**src/rtl/cpu_ctrl_pkg.sv**
```systemverilog
// Shared definitions for the datapath controller: state encoding, instruction
// field constants, select codes, instruction classes and the per-state output map.
package cpu_ctrl_pkg;

  typedef enum logic [2:0] {
    S_WAIT      = 3'd0,
    S_DECODE    = 3'd1,
    S_WRITE_IMM = 3'd2,
    S_GET_A     = 3'd3,
    S_GET_B     = 3'd4,
    S_ALU       = 3'd5,
    S_WRITE_REG = 3'd6
  } state_e;

  localparam logic [2:0] OPC_MOV    = 3'b110;
  localparam logic [2:0] OPC_ALU    = 3'b101;
  localparam logic [1:0] OP_MOV_IMM = 2'b10;
  localparam logic [1:0] OP_MOV_SH  = 2'b00;
  localparam logic [1:0] OP_ADD     = 2'b00;
  localparam logic [1:0] OP_CMP     = 2'b01;
  localparam logic [1:0] OP_AND     = 2'b10;
  localparam logic [1:0] OP_MVN     = 2'b11;

  localparam logic [2:0] NSEL_NONE = 3'b000;
  localparam logic [2:0] NSEL_RN   = 3'b100;
  localparam logic [2:0] NSEL_RD   = 3'b010;
  localparam logic [2:0] NSEL_RM   = 3'b001;

  localparam logic [1:0] VSEL_C   = 2'b00;
  localparam logic [1:0] VSEL_IMM = 2'b10;

  typedef enum logic [2:0] {
    CLS_ILLEGAL = 3'd0,
    CLS_MOV_IMM = 3'd1,
    CLS_MOV_SH  = 3'd2,
    CLS_MVN     = 3'd3,
    CLS_ALU2    = 3'd4,
    CLS_CMP     = 3'd5
  } cls_e;

  typedef struct packed {
    logic [2:0] nsel;
    logic [1:0] vsel;
    logic       loada;
    logic       loadb;
    logic       asel;
    logic       loadc;
    logic       loads;
    logic       write;
    logic       w;
  } ctrl_out_t;

  // Output pattern shown while sitting in state st for an instruction of class cls.
  function automatic ctrl_out_t ctrl_outputs(input state_e st, input cls_e cls);
    ctrl_out_t o;
    o      = '0;
    o.nsel = NSEL_NONE;
    o.vsel = VSEL_C;
    case (st)
      S_WAIT: o.w = 1'b1;
      S_WRITE_IMM: begin
        o.nsel  = NSEL_RN;
        o.vsel  = VSEL_IMM;
        o.write = 1'b1;
      end
      S_GET_A: begin
        o.nsel  = NSEL_RN;
        o.loada = 1'b1;
      end
      S_GET_B: begin
        o.nsel  = NSEL_RM;
        o.loadb = 1'b1;
      end
      S_ALU: begin
        o.loads = (cls == CLS_CMP);
        o.loadc = (cls != CLS_CMP);
        o.asel  = (cls == CLS_MOV_SH) || (cls == CLS_MVN);
      end
      S_WRITE_REG: begin
        o.nsel  = NSEL_RD;
        o.vsel  = VSEL_C;
        o.write = 1'b1;
      end
      default: ;
    endcase
    return o;
  endfunction

  // Illegal instructions fall straight back to WAIT, costing only the DECODE cycle.
  function automatic state_e first_state(input cls_e cls);
    state_e st;
    case (cls)
      CLS_MOV_IMM:       st = S_WRITE_IMM;
      CLS_MOV_SH,
      CLS_MVN:           st = S_GET_B;
      CLS_ALU2, CLS_CMP: st = S_GET_A;
      default:           st = S_WAIT;
    endcase
    return st;
  endfunction

endpackage

```
**src/rtl/ctrl_decode.sv**
```systemverilog
// Combinational classification of a captured {opcode,op} into an instruction class.
module ctrl_decode
  import cpu_ctrl_pkg::*;
(
  input  logic [4:0] instr_i,
  output cls_e       cls_o
);

  logic [2:0] opc;
  logic [1:0] op;

  assign opc = instr_i[4:2];
  assign op  = instr_i[1:0];

  always_comb begin
    cls_o = CLS_ILLEGAL;
    if (opc == OPC_MOV) begin
      if (op == OP_MOV_IMM)     cls_o = CLS_MOV_IMM;
      else if (op == OP_MOV_SH) cls_o = CLS_MOV_SH;
    end else if (opc == OPC_ALU) begin
      case (op)
        OP_ADD:  cls_o = CLS_ALU2;
        OP_AND:  cls_o = CLS_ALU2;
        OP_CMP:  cls_o = CLS_CMP;
        OP_MVN:  cls_o = CLS_MVN;
        default: cls_o = CLS_ILLEGAL;
      endcase
    end
  end

endmodule

```
**src/rtl/datapath_controller.sv**
```systemverilog
// Moore FSM sequencing the register file / ALU datapath; outputs are registered
// from the next state so they follow the state register with no input paths.
module datapath_controller
  import cpu_ctrl_pkg::*;
(
  input  logic       clk,
  input  logic       reset,
  input  logic       s,
  input  logic [2:0] opcode,
  input  logic [1:0] op,
  output logic [2:0] nsel,
  output logic [1:0] vsel,
  output logic       loada,
  output logic       loadb,
  output logic       asel,
  output logic       loadc,
  output logic       loads,
  output logic       write,
  output logic       w
);

  state_e    state_q, state_d;
  logic [4:0] instr_q, instr_d;
  ctrl_out_t out_q, out_d;
  cls_e      cls;

  ctrl_decode u_decode (
    .instr_i (instr_q),
    .cls_o   (cls)
  );

  always_comb begin
    state_d = state_q;
    instr_d = instr_q;
    case (state_q)
      S_WAIT: begin
        if (s) begin
          state_d = S_DECODE;
          instr_d = {opcode, op};
        end
      end
      S_DECODE:    state_d = first_state(cls);
      S_WRITE_IMM: state_d = S_WAIT;
      S_GET_A:     state_d = S_GET_B;
      S_GET_B:     state_d = S_ALU;
      S_ALU:       state_d = (cls == CLS_CMP) ? S_WAIT : S_WRITE_REG;
      S_WRITE_REG: state_d = S_WAIT;
      default:     state_d = S_WAIT;
    endcase
    // The class only changes on the WAIT->DECODE edge, where DECODE outputs are class-independent.
    out_d = ctrl_outputs(state_d, cls);
  end

  always_ff @(posedge clk) begin
    if (reset) begin
      state_q <= S_WAIT;
      instr_q <= '0;
      out_q   <= ctrl_outputs(S_WAIT, CLS_ILLEGAL);
    end else begin
      state_q <= state_d;
      instr_q <= instr_d;
      out_q   <= out_d;
    end
  end

  assign nsel  = out_q.nsel;
  assign vsel  = out_q.vsel;
  assign loada = out_q.loada;
  assign loadb = out_q.loadb;
  assign asel  = out_q.asel;
  assign loadc = out_q.loadc;
  assign loads = out_q.loads;
  assign write = out_q.write;
  assign w     = out_q.w;

endmodule

```
**config.mk**
```make
export PLATFORM = sky130hd
export DESIGN_NAME = datapath_controller
export DESIGN_NICKNAME = d
export VERILOG_FILES = /design/src/rtl/cpu_ctrl_pkg.sv /design/src/rtl/ctrl_decode.sv /design/src/rtl/datapath_controller.sv
export SDC_FILE = /design/constraint.sdc
export NUM_CORES = 1
export LEC_CHECK = 0
export ABC_AREA = 1
export CAP_MARGIN = 10
export CORE_UTILIZATION = 41
export DETAILED_ROUTE_END_ITERATION = 8
export MAX_ROUTING_LAYER = met4
export PLACE_DENSITY = 0.72
export SLEW_MARGIN = 10
export SYNTH_ARGS = -nofsm -noshare
export SYNTH_HDL_FRONTEND = slang
export SYNTH_HIERARCHICAL = 1
export SYNTH_SLANG_ARGS = --single-unit
```
**constraint.sdc**
```tcl
create_clock -name clk -period 1.3 [get_ports clk]
set_input_delay 0.26 -clock clk [delete_from_list [all_inputs] [get_ports clk]]
set_output_delay 0.26 -clock clk [all_outputs]
set_load 0.01 [all_outputs]
```
==> impl_results.md, run 1 <==
* Drt first-iter violations at 25
* Synth area leaders: dfxtp_1, nand2_1, nor2_1
* Yosys reg bits at 18
* Final min period at 1.38 ns
* Failing checks: negative setup slack
* Global route overflow at 0
* Ports at 20
* Slew Viols, Final at 0
* Unrepaired setup endpoints after global routing: true
* CTS sink count at 18
* Post-route setup slack at -0.0811 ns
* Synth area leader: dfxtp_1
* Crit Path Max Fanout at 3
* Die area at 2000 sq um
* Top-area cell type share of the netlist area at 48.1%
* Via Count at 775
* Max-capacitance violation count at 0
* Worst Min Path Start: instr_q[3]
* Worst vdd ir at 0.596 mV
* Wire length per cell at 10.6 um
* Worst EP required at 1.55 ns
* Clk_skew at 0.00661 ns
* Worst Hold Depth at 2
* Post-layout util at 70.9%
* CP Data Arrival Time at 1.63 ns
* Final hold vios at 0
* Launch point of the worst reg-to-reg path: instr_q[4]
* Setup CP Type: flip-flop to flip-flop
* Synth unique cells at 18
* Placeable Area at 1730 sq um
* H-tree depth at 1
* 1st-pass router iterations at 5
* Run status: finished, violations left
* DRT antenna net count at 0
* CP Capture Type: flip-flop
* Routed WL at 1.75 mm
* Routability cong. at 0.860
* CP max stage delay at 0.37 ns
* Chip Height at 44.8 um
* Syn nets at 111
* Row count at 15
* Clock tree buffer depth at 2
* Worst path slowest cell: dfxtp_2
* R2r setup slk at -0.08 ns
* Die Width at 44.8 um
* # setup viols final at 4
* Area added between synthesis and finish at 63.4%
* First-pass GRT wire length at 2.46 mm
* Synthesized cell area at 749 sq um
* CTS clk-pin slew, worst paths at 0.11 ns
* Power per Cell Area at 898 nW/um^2
* Synth warnings at 6
* Share of cells above drive strength 1 at 41.8%
* Reg2reg path depth at 9
* Clk_lat worst skew at 0.30 ns
* Reg2reg end: vsel[1]
* Fmax at 0.724 GHz
* CP most frequent cell: nand2_2
* Crit path from: instr_q[4]
* Largest net degree at the start of global routing at 11
* GRT Resource Usage Total at 17.5%
* Final instance area at 1220 sq um
* NumNets Final at 150
* DRC at 0
* Cells after Synth at 103
* Clock Tree Root: clkbuf_4
* Fillers at 133
* Hold Path End: instr_q[3]
* Critical Path Start Type: flip-flop
* Post-synthesis sequential area ratio at 48.1%
* Port Buffer Count at 18
* Placed instance area at 1050 sq um
* TritonCTS clock tree: done
* Crit share post-route at 106%
* Leak Pwr at 0.593 nW
* Dpl ws at -0.148 ns
* Hold WC Path Type: flip-flop to flip-flop
* # diodes at 0
* Initial Util at 43.4%
* Hold_buf cts at 0
* Vias per std cell at 4.67
* Initial antenna violation count at 0
* Mean Syn Cell Area at 7.28 sq um
* Number of global-route vias before repair at 615
* CTS buffer count at 3
* Worst path cell trace: nand2_2, nor2_2, nand2_1, nand2_2, nand3b_1, nand2_2, nand3_4, buf_6, nor2_2
* DP Wirelength at 1.13 mm
[how the worst max path moves through the flow]
stage	slack, ns	end
floorplan	0.003	write
global placement	-0.07	w
detailed placement	-0.15	write
CTS	-0.0007	w
global route	-0.16	vsel[1]
finish	-0.08	vsel[1]
[state kept, by name, summed over array words and instances, names as in the netlist]
signal   flops
loadc        1
nsel         3
w            1
loads        1
write        1
loada        1
vsel         1
state_q      3
instr_q      5
asel         1
[per-layer routing]
metal,share of wire [%],vias to the layer above,GRT usage [%]
li1,-,388,-
met1,43,353,21.5
met2,50,29,27.4
met3,4.8,5,2.40
met4,2.2,0,10.9
met5,0,-,-
[where the power goes]
part	leakage [nW]	internal (W)	total, W	switching (W)
clock	0.0210	0.000171	0.000347	0.000176
sequential	0.149	0.000572	0.000590	0.0000179
combinational	0.423	0.0000823	0.000163	0.0000805
total	0.593	0.000825	0.00110	0.000275
[layout make-up]
type | instances | area [sq um] | share of cell area [%]
multi-input cells | 65 | 388 | 31.7
flip-flops and latches | 18 | 369 | 30.1
well taps | 25 | 31.3 | 2.55
inverters | 18 | 67.6 | 5.52
repair buffers | 36 | 333 | 27.2
clock buffers | 4 | 36.3 | 2.96
[stage by stage]
| step | total power (W) | setup TNS (ns) | instances | hold WS (ns) |
|---|---|---|---|---|
| after global routing | 0.00114 | -0.829 | 166 | 0.548 |
| after floorplan | 0.000658 | 0 | 103 | 0.332 |
| final | 0.00110 | -0.186 | 166 | 0.511 |
| after CTS | 0.00108 | -0.000691 | 163 | 0.469 |
| after detailed placement | 0.000721 | -0.802 | 158 | 0.450 |
| after global placement | 0.000718 | -0.294 | 158 | 0.446 |
[what timing repair did]
item                                    CTS  global route
pin swaps                                 8            11
endpoints found under the setup margin   18            10
buffers inserted                          1             3
gates cloned                              0             0
gates resized for setup                  32            17
[cells by family after synthesis]
logic type      count (synthesis)  synth area share [%]
flops                          18                  48.1
other cells                     1                 0.500
simple gates                   52                  32.4
buf+inv                        20                  11.0
compound gates                 12                  8.01
[Yosys cell counts]
master and instances:
nand2_2 1, nand2_4 1, inv_1 15, nor2_2 4
nand3_2 3, nand3_1 3, o21ai_0 4, conb_1 1
nand3b_1 1, a21oi_1 6, dfxtp_1 18, inv_2 2
buf_4 2, clkinv_1 1, nor2_1 18, o21ai_1 2
nand2_1 20, nor3_1 1
[cell usage in the layout (no fill, tap or decap), types with 3 or more instances in the layout]
cell type         n
dfxtp_1          13
nand2_1          12
buf_4            12
nor2_1           11
inv_1            11
dlygate4sd2_1    11
nor2_2            8
nand2_2           8
clkdlybuf4s50_1   7
inv_2             6
a21oi_1           6
buf_6             5
o21ai_0           4
dfxtp_2           4
nor2_4            3
nand3_2           3
clkbuf_4          3
[worst max-delay path, delay by kind of cell (launching register included)]
family,cells,cell delay [ns]
flip-flops,1,0.37
AND/OR/NAND/NOR,8,0.84
buffers and inverters,1,0.12
(Power assumes the default switching activity.)
==> run 2, diff against run 1 <==
--- a/config.mk
+++ b/config.mk
@@ -7,10 +7,10 @@
 export LEC_CHECK = 0
 export ABC_AREA = 1
 export CAP_MARGIN = 10
-export CORE_UTILIZATION = 41
+export CORE_UTILIZATION = 45
 export DETAILED_ROUTE_END_ITERATION = 8
 export MAX_ROUTING_LAYER = met4
-export PLACE_DENSITY = 0.72
+export PLACE_DENSITY = 0.75
 export SLEW_MARGIN = 10
 export SYNTH_ARGS = -nofsm -noshare
 export SYNTH_HDL_FRONTEND = slang
==> constraint.sdc (replaced) <==
create_clock -name clk -period 1.5 [get_ports clk]
set_input_delay 0.3 -clock clk [delete_from_list [all_inputs] [get_ports clk]]
set_output_delay 0.3 -clock clk [all_outputs]
set_load 0.01 [all_outputs]
==> impl_results.md, run 2 (synthesis gave the netlist of run 1 again) <==
* Launch point of the worst reg-to-reg path: instr_q[4]
* Vias per std cell at 4.79
* Leak Pwr at 0.510 nW
* DP Wirelength at 1.01 mm
* CTS clk-pin slew, worst paths at 0.10 ns
* Number of flip-flops under the largest register name at 5
* Fmax at 0.680 GHz
* CTS buffer count at 3
* Slew Viols, Final at 0
* Via Count at 676
* DRC at 0
* Row count at 14
* Worst path slowest cell: clkdlybuf4s50_1
* Drt first-iter violations at 10
* Die Width at 42.8 um
* Die area at 1830 sq um
* TritonCTS clock tree: done
* Most frequent cells in the layout: nand2_1, nor2_1, inv_1, dfxtp_1, clkdlybuf4s50_1
* Power per Cell Area at 896 nW/um^2
* Routability cong. at 0.874
* Global route overflow at 0
* Routed WL at 1.39 mm
* First-pass GRT wire length at 2.27 mm
* # diodes at 0
* Hold_buf cts at 0
* CTS sink count at 18
* NumNets Final at 134
* CP max stage delay at 0.53 ns
* H-tree depth at 1
* Max-capacitance violation count at 0
* CP delay by family, top: buffers and inverters
* Reg2reg path depth at 9
* Initial antenna violation count at 0
* Worst vdd ir at 0.585 mV
* Placed instance area at 950 sq um
* Total design power at 0.000905 W
* Top reg by flops: instr_q
* Share of cells above drive strength 1 at 19.2%
* # setup viols final at 0
* Setup CP Type: flip-flop to output pin
* 1st-pass router iterations at 4
* Clk_lat worst skew at 0.30 ns
* Critical Path Start Type: flip-flop
* Chip Height at 42.8 um
* Initial Util at 49.2%
* Largest net degree at the start of global routing at 11
* Crit share post-route at 98.0%
* Clock Tree Root: clkbuf_4
* Unrepaired setup endpoints after global routing: false
* Final hold vios at 0
* GRT Resource Usage Total at 18.0%
* Crit Path Max Fanout at 1
* CP Capture Type: output pin
* WP buf/inv at 1
* Clock tree buffer depth at 2
* Final min period at 1.47 ns
* DRT antenna net count at 0
* Post-cts sizing count at 0
* Number of global-route vias before repair at 551
* Worst path cell trace: clkdlybuf4s50_1
* Area added between synthesis and finish at 34.7%
* R2r setup slk at 0.13 ns
* Post-CTS Setup Repair Bufs at 0
* Clk_skew at 0.00348 ns
* CP Data Arrival Time at 1.17 ns
* Hold Path End: instr_q[2]
* Worst EP required at 1.20 ns
* Worst Hold Depth at 2
* Run status: finished clean
* Setup TNS at 0 ns
* Placeable Area at 1520 sq um
* Final instance area at 1010 sq um
* Worst Min Path Start: instr_q[2]
* Hold WC Path Type: flip-flop to flip-flop
* Reg2reg end: write
* Ports at 20
* Commonest non-fill, non-tap cell in the layout: nand2_1
* Wire length per cell at 9.88 um
* Port Buffer Count at 18
[run 2: cell types whose count changed in the layout (fill, tap and decap cells not counted), sizes merged]
cell | before | now
buf | 18 | 2
dlygate4sd2 | 11 | 0
clkdlybuf4s50 | 7 | 15
dlymetal6s2s | 0 | 3
[run 2: worst max-delay path by stage]
stage	slack, ns	cells past startpoint	endpoint	from
floorplan	0.20	9	write	instr_q[4]
global placement	0.04	4	loadc	reset
detailed placement	0.05	4	loadc	reset
CTS	0.01	1	nsel[2]	nsel[2]
global route	0.001	1	nsel[2]	nsel[2]
finish	0.03	1	nsel[2]	nsel[2]
[run 2: metal layers]
metal / vias up / share of wire [%] / GRT usage [%]
met5: - / 0 / -
met4: 0 / 3.7 / 15.0
met3: 5 / 4.3 / 3.83
met2: 30 / 46 / 25.5
met1: 287 / 46 / 21.6
li1: 354 / - / -
[run 2: per-stage QoR]
step	std cells	setup WS, ns	hold WS [ns]	utilization [%]
floorplan	103	0.203	0.372	-
detailed placement	137	0.0521	0.454	62.3
global placement	137	0.0440	0.448	62.3
global route	141	0.00114	0.484	66.3
CTS	141	0.00998	0.470	64.7
finish	141	0.0295	0.460	66.3
[run 2: area by class of cell]
type	instances	area, sq um
repair buffers	20	203
fillers	125	514
well taps	16	20.0
clock buffers	4	36.3
multi-input cells	65	319
flip-flops and latches	18	364
inverters	18	67.6
[run 2: power by group]
group	switching (W)	internal (W)	total (W)
clock	0.000153	0.000148	0.000301
sequential	0.0000122	0.000495	0.000507
combinational	0.0000500	0.0000460	0.0000960
total	0.000215	0.000689	0.000905
==> run 3, diff against run 2 <==
==> constraint.sdc (replaced) <==
create_clock -name clk -period 1.5 [get_ports clk]
set_input_delay 0.15 -clock clk [delete_from_list [all_inputs] [get_ports clk]]
set_output_delay 0.15 -clock clk [all_outputs]
set_load 0.01 [all_outputs]
==> impl_results.md, run 3 (synthesis gave the netlist of run 1 again) <==
* CP Capture Type: flip-flop
* Final hold vios at 0
* Drt first-iter violations at 14
* Commonest non-fill, non-tap cell in the layout: nand2_1
* Chip Height at 42.8 um
* Max-capacitance violation count at 0
* CTS sink count at 18
* Power per Cell Area at 891 nW/um^2
* Setup CP Type: flip-flop to flip-flop
* Ports at 20
* Run status: finished clean
* Slew Viols, Final at 0
* Largest net degree at the start of global routing at 11
* Number of flip-flops under the largest register name at 5
* Critical Path Start Type: flip-flop
* Share of cells above drive strength 1 at 16.1%
* TritonCTS clock tree: done
* CP max stage delay at 0.38 ns
* Number of global-route vias before repair at 587
* Worst EP required at 1.68 ns
* 1st-pass router iterations at 4
* # diodes at 0
* Port Buffer Count at 18
* CTS clk-pin slew, worst paths at 0.09 ns
* Fmax at 0.728 GHz
* Worst path slowest cell: dfxtp_4
* Placeable Area at 1520 sq um
* CP most frequent cell: nand2_1
* Clock Tree Root: clkbuf_4
* Setup TNS at 0 ns
* Area added between synthesis and finish at 32.4%
* Unrepaired setup endpoints after global routing: false
* Crit Path Max Fanout at 4
* Global route overflow at 0
* Final instance area at 992 sq um
* CP Data Arrival Time at 1.56 ns
* Row count at 14
* Worst path cell trace: nand2_1, nor2_1, nand2_1, nand2_1, nand3b_1, nand2_2, nand3_2, inv_1, nand2_1, nand2_1
* H-tree depth at 1
* Placed instance area at 942 sq um
* Clock tree buffer depth at 2
* DRT antenna net count at 0
* GRT Resource Usage Total at 17.9%
* Die area at 1830 sq um
* Via Count at 659
* Hold_buf cts at 0
* DP Wirelength at 1.04 mm
* Leak Pwr at 0.449 nW
* Total design power at 0.000884 W
* NumNets Final at 133
* # setup viols final at 0
* Routability cong. at 0.861
* Crit share post-route at 91.6%
* DRC at 0
* Initial antenna violation count at 0
* Top reg by flops: instr_q
* Most frequent cells in the layout: nand2_1, clkdlybuf4s50_1, dfxtp_1
* First-pass GRT wire length at 2.35 mm
* Worst vdd ir at 0.556 mV
* Final min period at 1.37 ns
* Clk_lat worst skew at 0.28 ns
* Vias per std cell at 4.71
* Wire length per cell at 9.46 um
* Clk_skew at 0.00131 ns
* Hold WC Path Type: input pin to flip-flop
* Die Width at 42.8 um
* Initial Util at 49.2%
* Routed WL at 1.33 mm
* CTS buffer count at 3
-- run 3: cell count changes in the layout (fill, tap and decap cells not counted), sizes merged --
cell	previous run	this run
buf	2	1
dlymetal6s2s	3	0
clkdlybuf4s50	15	18
-- run 3: layout make-up --
| class | count | area [sq um] |
|---|---|---|
| Multi-Input combinational cell | 65 | 317 |
| Sequential cell | 18 | 364 |
| Fill cell | 125 | 532 |
| Timing Repair Buffer | 19 | 188 |
| Clock buffer | 4 | 36.3 |
| Tap cell | 16 | 20.0 |
| Inverter | 18 | 67.6 |
-- run 3: report_power, final --
| group | switching [W] | internal, W |
|---|---|---|
| clock network | 0.000136 | 0.000148 |
| logic | 0.0000490 | 0.0000433 |
| registers | 0.0000137 | 0.000494 |
| total | 0.000199 | 0.000685 |
-- run 3: path summary, 6_finish.rpt --
check              from          to  slack (ns)  cells after the start
max reg2reg  instr_q[3]           w        0.13                     10
min               op[0]  instr_q[0]        0.47                      3
min reg2reg  instr_q[4]  instr_q[4]        0.48                      2
max          instr_q[3]           w        0.13                     10
-- run 3: layer usage --
metal | up-vias | share of wire [%] | GRT usage, %
met5 | - | 0 | -
met4 | 0 | 2.2 | 9.38
met3 | 4 | 4.4 | 2.55
met2 | 19 | 46 | 27.3
met1 | 284 | 47 | 22.8
li1 | 352 | - | -
-- run 3: repair_timing --
action	CTS	global route
endpoints found under the setup margin	0	5
gates resized for setup	0	5
setup buffers	0	0
-- run 3: worst max-delay path: cells and delay by family, from the launching register on --
family	cells	cell delay, ns
AND/OR/NAND/NOR	9	0.86
flip-flops	1	0.38
buffers and inverters	1	0.04
-- run 3: stage by stage --
| step | utilization, % | instances | setup slack (ns) | hold WS, ns |
|---|---|---|---|---|
| 4_1_cts | 64.2 | 140 | 0.0276 | 0.468 |
| 3_3_place_gp | 61.8 | 136 | 0.0899 | 0.451 |
| 5_1_grt | 65.1 | 140 | 0.00380 | 0.512 |
| 3_5_place_dp | 61.8 | 136 | 0.0485 | 0.476 |
| 6_report | 65.1 | 140 | 0.126 | 0.472 |
| 2_1_floorplan | - | 103 | 0.203 | 0.222 |
